===== config.mk =====
export PLATFORM = sky130hd
export DESIGN_NAME = usb_out_ep_buf_flat
export DESIGN_NICKNAME = d
export VERILOG_FILES = /design/src/rtl/usb_out_ep_buf_if.sv /design/src/rtl/usb_out_ep_buf.sv /design/src/flat_wrapper.sv
export SDC_FILE = /design/constraint.sdc
export NUM_CORES = 1
export LEC_CHECK = 0
export CAP_MARGIN = 0
export CORE_ASPECT_RATIO = 0.9
export CORE_MARGIN = 1
export CORE_UTILIZATION = 50
export CTS_BUF_LIST = sky130_fd_sc_hd__clkbuf_4
export DETAILED_ROUTE_END_ITERATION = 10
export PLACE_DENSITY = 0.72
export SLEW_MARGIN = 5
export SYNTH_ARGS = -nofsm -noshare
export SYNTH_HDL_FRONTEND = slang
export SYNTH_SLANG_ARGS = --single-unit

===== constraint.sdc =====
create_clock -name clk -period 2 [get_ports clk]
set_input_delay 0.3 -clock clk [delete_from_list [all_inputs] [get_ports clk]]
set_output_delay 0.3 -clock clk [all_outputs]
set_load 0.05 [all_outputs]

===== src/rtl/usb_out_ep_buf_if.sv =====
// Bundles the packet-receiver side and the endpoint side of usb_out_ep_buf.
// The buffer uses the slave view; whatever drives packets and pops bytes uses the master view.
interface usb_out_ep_buf_if;
    logic       rx_pkt_start;
    logic       rx_setup;
    logic       rx_data_put;
    logic [7:0] rx_data;
    logic       rx_pkt_end;
    logic       rx_pkt_valid;
    logic       rx_data_toggle;
    logic       hs_ack;
    logic       hs_nak;
    logic       hs_stall;
    logic       ep_req;
    logic       ep_grant;
    logic       ep_data_avail;
    logic       ep_setup;
    logic       ep_data_get;
    logic [7:0] ep_data;
    logic       ep_stall;
    logic       ep_acked;

    modport slave (
        input  rx_pkt_start, rx_setup, rx_data_put, rx_data, rx_pkt_end,
        input  rx_pkt_valid, rx_data_toggle, ep_req, ep_data_get, ep_stall,
        output hs_ack, hs_nak, hs_stall, ep_grant, ep_data_avail, ep_setup,
        output ep_data, ep_acked
    );

    modport master (
        output rx_pkt_start, rx_setup, rx_data_put, rx_data, rx_pkt_end,
        output rx_pkt_valid, rx_data_toggle, ep_req, ep_data_get, ep_stall,
        input  hs_ack, hs_nak, hs_stall, ep_grant, ep_data_avail, ep_setup,
        input  ep_data, ep_acked
    );
endinterface


===== src/rtl/usb_out_ep_buf.sv =====
// Single-packet OUT/SETUP receive buffer: stores one packet, picks ACK/NAK/STALL, replays bytes.
// Define USB_OUT_EP_TOGGLE_CHECK_EN to enable DATA0/DATA1 tracking and duplicate discard.
module usb_out_ep_buf #(
    parameter int MAX_PKT_SIZE = 32
) (
    input  logic            clk,
    input  logic            reset_n,
    usb_out_ep_buf_if.slave bus
);
    localparam int PW = $clog2(MAX_PKT_SIZE) + 1;
    localparam int AW = PW - 1;
    localparam logic [PW-1:0] MAX_CNT = PW'(MAX_PKT_SIZE);

    typedef enum logic [1:0] {
        ST_EMPTY = 2'd0,
        ST_RECV  = 2'd1,
        ST_DROP  = 2'd2,
        ST_FULL  = 2'd3
    } state_t;

    state_t          r_state;
    state_t          w_next_state;
    logic [7:0]      r_buf [MAX_PKT_SIZE];
    logic [PW-1:0]   r_wr_ptr;
    logic [PW-1:0]   r_rd_ptr;
    logic [PW-1:0]   r_len;
    logic [PW-1:0]   w_rd_next;
    logic            r_ovf;
    logic            r_rx_setup;
    logic            r_stall;
    logic            r_avail;
    logic            r_ep_setup;
    logic            r_grant;
    logic [7:0]      r_ep_data;
    logic            r_hs_ack;
    logic            r_hs_nak;
    logic            r_hs_stall;
    logic            r_acked;
    logic            w_hs_ack;
    logic            w_hs_nak;
    logic            w_hs_stall;
    logic            w_commit;
    logic            w_setup_start;
    logic            w_stall_eff;
    logic            w_tog_ok;
    logic            w_get;
    logic            w_wr_en;
`ifdef USB_OUT_EP_TOGGLE_CHECK_EN
    logic            r_exp_toggle;
`endif

    assign w_rd_next = r_rd_ptr + PW'(1);

    // Next-state and handshake decision
    always_comb begin
        w_next_state  = r_state;
        w_hs_ack      = 1'b0;
        w_hs_nak      = 1'b0;
        w_hs_stall    = 1'b0;
        w_commit      = 1'b0;
        w_setup_start = bus.rx_pkt_start & bus.rx_setup;
        // A stall request arriving together with rx_pkt_end already applies to that packet
        w_stall_eff   = r_stall | bus.ep_stall;
`ifdef USB_OUT_EP_TOGGLE_CHECK_EN
        w_tog_ok      = r_rx_setup | (bus.rx_data_toggle == r_exp_toggle);
`else
        w_tog_ok      = 1'b1;
`endif
        w_get   = bus.ep_data_get & r_grant & r_avail & ~w_setup_start &
                  ((r_state == ST_FULL) | (r_state == ST_DROP));
        w_wr_en = (r_state == ST_RECV) & bus.rx_data_put & ~bus.rx_pkt_start &
                  ~r_ovf & (r_wr_ptr < MAX_CNT);
        case (r_state)
            ST_EMPTY: begin
                if (bus.rx_pkt_start) begin
                    w_next_state = ST_RECV;
                end else begin
                    w_next_state = ST_EMPTY;
                end
            end
            ST_RECV: begin
                if (bus.rx_pkt_start) begin
                    w_next_state = ST_RECV;
                end else if (bus.rx_pkt_end) begin
                    if (!bus.rx_pkt_valid || r_ovf) begin
                        w_next_state = ST_EMPTY;
                    end else if (!r_rx_setup && w_stall_eff) begin
                        w_hs_stall   = 1'b1;
                        w_next_state = ST_EMPTY;
                    end else if (!w_tog_ok) begin
                        w_hs_ack     = 1'b1;
                        w_next_state = ST_EMPTY;
                    end else begin
                        w_hs_ack     = 1'b1;
                        w_commit     = 1'b1;
                        w_next_state = ST_FULL;
                    end
                end else begin
                    w_next_state = ST_RECV;
                end
            end
            ST_DROP: begin
                if (w_setup_start) begin
                    w_next_state = ST_RECV;
                end else if (bus.rx_pkt_end) begin
                    w_hs_nak     = bus.rx_pkt_valid;
                    w_next_state = ST_FULL;
                end else begin
                    w_next_state = ST_DROP;
                end
            end
            ST_FULL: begin
                if (w_setup_start) begin
                    w_next_state = ST_RECV;
                end else if (bus.rx_pkt_start) begin
                    w_next_state = r_avail ? ST_DROP : ST_RECV;
                end else if (!r_avail) begin
                    w_next_state = ST_EMPTY;
                end else begin
                    w_next_state = ST_FULL;
                end
            end
            default: begin
                w_next_state = ST_EMPTY;
            end
        endcase
    end

    // State register
    always_ff @(posedge clk) begin
        if (!reset_n) begin
            r_state <= ST_EMPTY;
        end else begin
            r_state <= w_next_state;
        end
    end

    // Packet storage (contents are don't-care until committed)
    always_ff @(posedge clk) begin
        if (w_wr_en) begin
            r_buf[r_wr_ptr[AW-1:0]] <= bus.rx_data;
        end
    end

    // Pointers, flags and registered outputs
    always_ff @(posedge clk) begin
        if (!reset_n) begin
            r_wr_ptr   <= '0;
            r_rd_ptr   <= '0;
            r_len      <= '0;
            r_ovf      <= 1'b0;
            r_rx_setup <= 1'b0;
            r_stall    <= 1'b0;
            r_avail    <= 1'b0;
            r_ep_setup <= 1'b0;
            r_grant    <= 1'b0;
            r_ep_data  <= 8'h00;
            r_hs_ack   <= 1'b0;
            r_hs_nak   <= 1'b0;
            r_hs_stall <= 1'b0;
            r_acked    <= 1'b0;
        end else begin
            r_hs_ack   <= w_hs_ack;
            r_hs_nak   <= w_hs_nak;
            r_hs_stall <= w_hs_stall;
            r_acked    <= w_commit;
            r_grant    <= bus.ep_req;
            r_stall    <= w_setup_start ? 1'b0 : (r_stall | bus.ep_stall);

            if (bus.rx_pkt_start && (w_next_state == ST_RECV)) begin
                r_wr_ptr   <= '0;
                r_ovf      <= 1'b0;
                r_rx_setup <= bus.rx_setup;
            end else if ((r_state == ST_RECV) && bus.rx_data_put) begin
                if (r_wr_ptr < MAX_CNT) begin
                    r_wr_ptr <= r_wr_ptr + PW'(1);
                end else begin
                    r_ovf <= 1'b1;
                end
            end else begin
                r_wr_ptr <= r_wr_ptr;
            end

            if (w_setup_start) begin
                r_rd_ptr <= '0;
                r_avail  <= 1'b0;
            end else if (w_commit) begin
                r_len      <= r_wr_ptr;
                r_rd_ptr   <= '0;
                r_avail    <= (r_wr_ptr != '0);
                r_ep_setup <= r_rx_setup;
            end else if (w_get) begin
                r_ep_data <= r_buf[r_rd_ptr[AW-1:0]];
                r_rd_ptr  <= w_rd_next;
                r_avail   <= (w_rd_next != r_len);
            end else begin
                r_rd_ptr <= r_rd_ptr;
            end
        end
    end

`ifdef USB_OUT_EP_TOGGLE_CHECK_EN
    // Expected data toggle; a SETUP commit re-arms it to DATA1
    always_ff @(posedge clk) begin
        if (!reset_n) begin
            r_exp_toggle <= 1'b0;
        end else if (w_commit) begin
            r_exp_toggle <= r_rx_setup ? 1'b1 : ~r_exp_toggle;
        end else begin
            r_exp_toggle <= r_exp_toggle;
        end
    end
`endif

    assign bus.hs_ack        = r_hs_ack;
    assign bus.hs_nak        = r_hs_nak;
    assign bus.hs_stall      = r_hs_stall;
    assign bus.ep_acked      = r_acked;
    assign bus.ep_grant      = r_grant;
    assign bus.ep_data_avail = r_avail;
    assign bus.ep_setup      = r_ep_setup;
    assign bus.ep_data       = r_ep_data;
endmodule

===== src/flat_wrapper.sv =====
// flat-port wrapper written by rule: the top's interface ports become plain ports
module usb_out_ep_buf_flat 
#(
    parameter int MAX_PKT_SIZE = 32
)
  (clk, reset_n, bus_rx_pkt_start, bus_rx_setup, bus_rx_data_put, bus_rx_data, bus_rx_pkt_end, bus_rx_pkt_valid, bus_rx_data_toggle, bus_ep_req, bus_ep_data_get, bus_ep_stall, bus_hs_ack, bus_hs_nak, bus_hs_stall, bus_ep_grant, bus_ep_data_avail, bus_ep_setup, bus_ep_data, bus_ep_acked);
  usb_out_ep_buf_if bus_i ();
  input  logic clk;
  input  logic reset_n;
  input wire logic [$bits(bus_i.rx_pkt_start)-1:0] bus_rx_pkt_start;
  input wire logic [$bits(bus_i.rx_setup)-1:0] bus_rx_setup;
  input wire logic [$bits(bus_i.rx_data_put)-1:0] bus_rx_data_put;
  input wire logic [$bits(bus_i.rx_data)-1:0] bus_rx_data;
  input wire logic [$bits(bus_i.rx_pkt_end)-1:0] bus_rx_pkt_end;
  input wire logic [$bits(bus_i.rx_pkt_valid)-1:0] bus_rx_pkt_valid;
  input wire logic [$bits(bus_i.rx_data_toggle)-1:0] bus_rx_data_toggle;
  input wire logic [$bits(bus_i.ep_req)-1:0] bus_ep_req;
  input wire logic [$bits(bus_i.ep_data_get)-1:0] bus_ep_data_get;
  input wire logic [$bits(bus_i.ep_stall)-1:0] bus_ep_stall;
  output wire logic [$bits(bus_i.hs_ack)-1:0] bus_hs_ack;
  output wire logic [$bits(bus_i.hs_nak)-1:0] bus_hs_nak;
  output wire logic [$bits(bus_i.hs_stall)-1:0] bus_hs_stall;
  output wire logic [$bits(bus_i.ep_grant)-1:0] bus_ep_grant;
  output wire logic [$bits(bus_i.ep_data_avail)-1:0] bus_ep_data_avail;
  output wire logic [$bits(bus_i.ep_setup)-1:0] bus_ep_setup;
  output wire logic [$bits(bus_i.ep_data)-1:0] bus_ep_data;
  output wire logic [$bits(bus_i.ep_acked)-1:0] bus_ep_acked;
  assign bus_i.rx_pkt_start = bus_rx_pkt_start;
  assign bus_i.rx_setup = bus_rx_setup;
  assign bus_i.rx_data_put = bus_rx_data_put;
  assign bus_i.rx_data = bus_rx_data;
  assign bus_i.rx_pkt_end = bus_rx_pkt_end;
  assign bus_i.rx_pkt_valid = bus_rx_pkt_valid;
  assign bus_i.rx_data_toggle = bus_rx_data_toggle;
  assign bus_i.ep_req = bus_ep_req;
  assign bus_i.ep_data_get = bus_ep_data_get;
  assign bus_i.ep_stall = bus_ep_stall;
  assign bus_hs_ack = bus_i.hs_ack;
  assign bus_hs_nak = bus_i.hs_nak;
  assign bus_hs_stall = bus_i.hs_stall;
  assign bus_ep_grant = bus_i.ep_grant;
  assign bus_ep_data_avail = bus_i.ep_data_avail;
  assign bus_ep_setup = bus_i.ep_setup;
  assign bus_ep_data = bus_i.ep_data;
  assign bus_ep_acked = bus_i.ep_acked;
  usb_out_ep_buf #(.MAX_PKT_SIZE(MAX_PKT_SIZE)) u_core (.clk(clk), .reset_n(reset_n), .bus(bus_i));
endmodule

=== Word level (Yosys, flattened, before mapping) ===
Memory sizes are Yosys's and may differ from the RTL's. A register that Yosys moved wholly into a read port is not among the register bits.
Index checks and enable logic that the tools add are counted.

* Memories: 1
* Bits in read-only memories: 0
* Memory bits (writable): 256
* Bits of input ports: 19
* Word-level logic and storage cells: 83
* Bits in latches: 0
* Bits in registers: 29
* Output and inout port bits: 15

{| class="wikitable"
|+ Memory list
! name !! depth !! width !! read ports !! clocked after memory_dff !! wr ports !! RTL line !! text
|-
| u_core.r_buf || 32 || 8 || 1 || 1 || 1 || usb_out_ep_buf.sv:23 || <nowiki>logic [7:0] r_buf [MAX_PKT_SIZE];</nowiki>
|}

* Add/sub/neg operators: 2
* Shifts and indexed selects: 0
* Order comparisons: 1
* Bitwise logic cells: 20
* Eq/ne operators: 5
* $mul: 0
* Reduce and logical (&&, ||, !) cells: 19
* Multiplexer cells: 22
* Divide/modulo/power cells: 0

{| class="wikitable"
|+ Operator list
! cell !! number
|-
| two-way mux 2 bit || 9
|-
| adder 6 x 1 -> 6 bit, second input constant || 2
|-
| two-way mux 1 bit || 12
|-
| AND 1 bit || 9
|-
| inverter 1 bit || 9
|-
| case mux 2 bit (4 select lines) || 1
|-
| less-than comparator 6 bit, second input constant || 1
|-
| inequality test 6 bit || 1
|-
| AND reduction 2 bit || 3
|-
| nonzero test 6 bit || 1
|-
| OR reduction 5 bit || 1
|-
| == test 2 x 1 -> 1 bit, second input constant || 2
|-
| == test 2 bit, second input constant || 2
|-
| OR reduction 2 bit || 2
|-
| OR reduction 4 bit || 1
|-
| logical AND 1 bit || 3
|-
| logical NOT 1 bit || 3
|-
| AND reduction 3 bit || 1
|-
| OR reduction 3 bit || 1
|-
| logical NOT 2 bit || 1
|-
| bitwise OR 1 bit || 2
|-
| nonzero test 2 bit || 1
|-
| logical OR 1 bit || 1
|}

=== Longest topological paths before layout ===
* Depth in word-level cells: 10
* Mapped depth: 10
* Gate-level depth less buffers: 6

=== Least setup slack after synthesis ===
No wires, ideal clock.

* Path kind: register to register
* Start: register u_core.r_state[0]
* End: memory u_core.r_buf[11][0] (enable)
* Library setup time: 0.370 ns
* Period minus slack after synthesis: 1.960 ns
* Buffers on the path: 0
* Slack: 0.040 ns
* Data required time: 1.630 ns
* Cell stages (with the launch flop): 6
* Arrival: 1.590 ns
* Cell sequence: dfxtp_1 > nor2b_1 > nand2_1 > nor2_1 > nand3_1 > nor2_1

* Word-level cells in the longest chain between the ends: 7

{| class="wikitable"
|+ Ends and longest elaborated chain
! item !! RTL line !! text
|-
| from (decl) || usb_out_ep_buf.sv:21 || <nowiki>state_t r_state;</nowiki>
|-
| from (signal assigned) || usb_out_ep_buf.sv:134 || <nowiki>r_state <= w_next_state;</nowiki>
|-
| == test 2 x 1 -> 1 bit || usb_out_ep_buf.sv:71 || <nowiki>w_wr_en = (r_state == ST_RECV) & bus.rx_data_put & ~bus.rx_pkt_start &</nowiki>
|-
| AND 1 bit (3 in a row) || usb_out_ep_buf.sv:71 ||
|-
| AND 1 bit || usb_out_ep_buf.sv:72 || <nowiki>~r_ovf & (r_wr_ptr < MAX_CNT);</nowiki>
|-
| two-way mux 1 bit || usb_out_ep_buf.sv:140 || <nowiki>if (w_wr_en) begin</nowiki>
|-
| two-way mux 1 bit (not written as such) || usb_out_ep_buf.sv:141 || <nowiki>r_buf[r_wr_ptr[AW-1:0]] <= bus.rx_data;</nowiki>
|-
| to (decl) || usb_out_ep_buf.sv:23 ||
|}

No other way between the ends.

==> flow_summary.json <==
{
  "outcome": "finished with violations",
  "violations": "negative setup slack",
  "dr.first_iter.drc_count": 706,
  "ios": 34,
  "multi_input_area_um2": 3100,
  "synth_edf_count": 256,
  "slowest_stage": "mux4_2",
  "clock-sinks": 293,
  "critPathKind": "reg2reg",
  "start_util_pct": 51.4,
  "grt_pass1_vias": 6839,
  "synth_top_area_share_pct": 65.8,
  "cp_max_fo": 5,
  "post_drt_wl_per_cell_um": 22.2,
  "core_region_area_um2": 22700,
  "cts_tree": "built",
  "synthTopCellsByArea": "edfxtp_1 66%, mux4_2 8.5%, dfxtp_1 6.3%",
  "ys_ff_latch": 293,
  "fp-row-count": 52,
  "ff_latch_area_um2": 8440,
  "fin_hold_ws_ns": 0.198,
  "drive_gt1_share_pct": 33.6,
  "syn_nets": 681,
  "viasPerCell": 5.71,
  "drtAntennaViolNets": 0,
  "critPathRequiredTime_ns": 2.59,
  "portBuffers": 32,
  "power.density_nw_per_um2": 842,
  "die_x_um": 163,
  "fmax_ghz": 0.482,
  "nets": 853,
  "critPathMaxStageDelay_ns": 0.55,
  "cts_root_buffer": "clkbuf_4",
  "slew_headroom_pct": 63.1,
  "synth_area_um2": 11700,
  "vdd_drop_max_mv": 0.501,
  "yosys_warnings": 0,
  "crit_family": "multiplexers",
  "die_h_um": 147,
  "ys.flop_type": "edfxtp_1",
  "path_clk_slew_ns": 0.07,
  "clk_path_buf_depth": 3,
  "die_area_um2": 24000,
  "grt-ovfl-total": 0,
  "fin_cells": 1191,
  "hold_buffers": 0,
  "synthCells": 657,
  "yosysSeqAreaShare_pct": 72.2,
  "place_ws_ns": -0.273,
  "fill_cells": 1630,
  "yosysTopAreaCell": "edfxtp_1",
  "end_kind": "flip-flop",
  "cap_violations": 0,
  "hold_violations": 0,
  "timing.final.crit_share_pct": 104,
  "vias": 6799,
  "arrival_ns": 2.66,
  "rsz0062_at_grt": "true",
  "ctsHtreeMaxLevel": 3,
  "path_cells": "buf_12 > buf_12 > mux4_2 > mux4_2 > nand4_1 > o211ai_1",
  "synth_cell_types": 49,
  "drc": 0,
  "finClkSkew_ns": 0.0617,
  "layout_setup_ws_ns": -0.0726,
  "async_reset_ff_share_pct": 0,
  "min_path_type": "in2reg",
  "post-route-min-period_ns": 2.07,
  "setup_viol": 5,
  "tightest_slew_ns": 0.553,
  "gp_congestion": 0.928,
  "track_usage_pct": 23.0,
  "routed_wl_um": 26400,
  "clock_latency_ns": 0.71,
  "slew_viol_final": 0,
  "grt_pass1_wl_um": 40100,
  "drt_pass1_iterations": 6,
  "hpwl_um": 17000,
  "startpoint_type": "flip-flop",
  "grt_max_degree": 33,
  "antenna_found_initial": 1,
  "area_delta_synth_final_pct": 20.9,
  "dp_cells": 1046,
  "crit_buf_inv": 2,
  "power_leakage_nw": 4.78,
  "numCtsBuffers": 73,
  "syn_avg_cell_area_um2": 17.8
}
## flip-flops by register name, indices dropped and copies added, names as in the netlist
name	cells
u_core.r_buf	256
u_core.r_stall	1
u_core.r_state	2
u_core.bus.ep_grant	1
u_core.bus.ep_data_avail	1
u_core.r_rd_ptr	6
u_core.r_rx_setup	1
u_core.bus.ep_data	8
u_core.bus.ep_setup	1
u_core.bus.hs_ack	1
u_core.r_wr_ptr	6
u_core.bus.hs_nak	1
u_core.r_len	6
u_core.r_ovf	1
u_core.bus.hs_stall	1
## synth_stat cells, types with 6 or more instances
library cell	count
edfxtp_1	256
o21ai_0	9
clkbuf_1	12
buf_6	6
nor2_1	70
dfxtp_1	37
nand3_1	16
buf_2	11
mux4_2	44
a21oi_1	13
nand4_1	8
a221oi_1	11
mux4_1	12
mux2i_1	37
xnor2_1	10
nand2_1	20
## final cells by class
| type | count | area share, % |
|---|---|---|
| timing repair buffer | 132 | 8.53 |
| sequential | 293 | 59.8 |
| antenna | 5 | 0.0886 |
| clock buffer | 112 | 5.96 |
| clock inverter | 23 | 0.886 |
| tap | 297 | 2.63 |
| multi-input combinational | 322 | 22.0 |
| inverter | 7 | 0.186 |
## per-stage QoR
stage,util [%],power (mW),cell area (um^2),TNS [ns]
2_1_floorplan,-,6.84,11700,0
3_3_place_gp,57.0,6.99,12900,-36.09
3_5_place_dp,57.0,7.00,12900,-39.49
4_1_cts,61.3,12.0,13900,-0.148
5_1_grt,62.1,12.3,14100,-0.484
6_report,62.2,11.9,14100,-0.219
## logic make-up (layout without fill, tap and decap cells)
group,Yosys count,in the layout,synth area share (%)
xor gates and xnor gates,15,15,1.12
AOI/OAI and AO/OA,66,66,3.90
DFF,293,293,72.2
other,0,5,0
muxes,94,94,14.4
adders and majority gates,5,5,0.536
buffers and inverters,42,274,2.22
and+or+nand+nor,142,142,5.62
## routing by layer
layer	share of wire [%]	up-vias	GRT usage (%)
met3	8.6	50	5.99
met1	43	3397	33.4
met2	46	322	33.7
met5	0	-	0
li1	-	3030	-
met4	2.1	0	8.04
## worst paths after layout
check / start / end / slack, ns / cells past startpoint
hold reg to reg: u_core.bus.ep_setup / u_core.bus.ep_setup / 0.46 / 2
setup reg to reg: u_core.r_rd_ptr[0] / u_core.bus.ep_data[1] / -0.07 / 6
setup / recovery: u_core.r_rd_ptr[0] / u_core.bus.ep_data[1] / -0.07 / 6
hold / removal: bus_ep_req / u_core.bus.ep_grant / 0.20 / 2
## placed cells by master, fill, tap and decap left out, types with 5 or more instances in the layout
master	instances
xnor2_1	10
clkdlybuf4s50_1	17
nor2_2	6
nand3_1	16
o21ai_0	6
mux4_2	50
o211ai_1	5
ha_1	5
buf_12	7
xor2_1	5
a31oi_1	5
diode_2	5
and3_1	5
mux4_1	6
a22oi_1	5
nor2_1	60
edfxtp_1	256
inv_1	5
dlygate4sd2_1	13
nand4_1	8
a21oi_1	13
buf_4	77
o21ai_1	5
nand2_1	17
mux2i_1	35
dfxtp_1	34
clkinv_1	17
buf_6	14
a221oi_1	8
clkbuf_4	112
## power by group
group	switching, mW	internal, mW
Sequential	0.00629	6.64
Clock	2.31	2.70
Combinational	0.154	0.0756
Total	2.47	9.42
## timing repair
action,CTS,global route
endpoints found under the setup margin,77,244
pin swaps,11,2
resized for setup,27,50
setup buffers,2,3
Note: power is estimated with default switching activity, not from simulation.
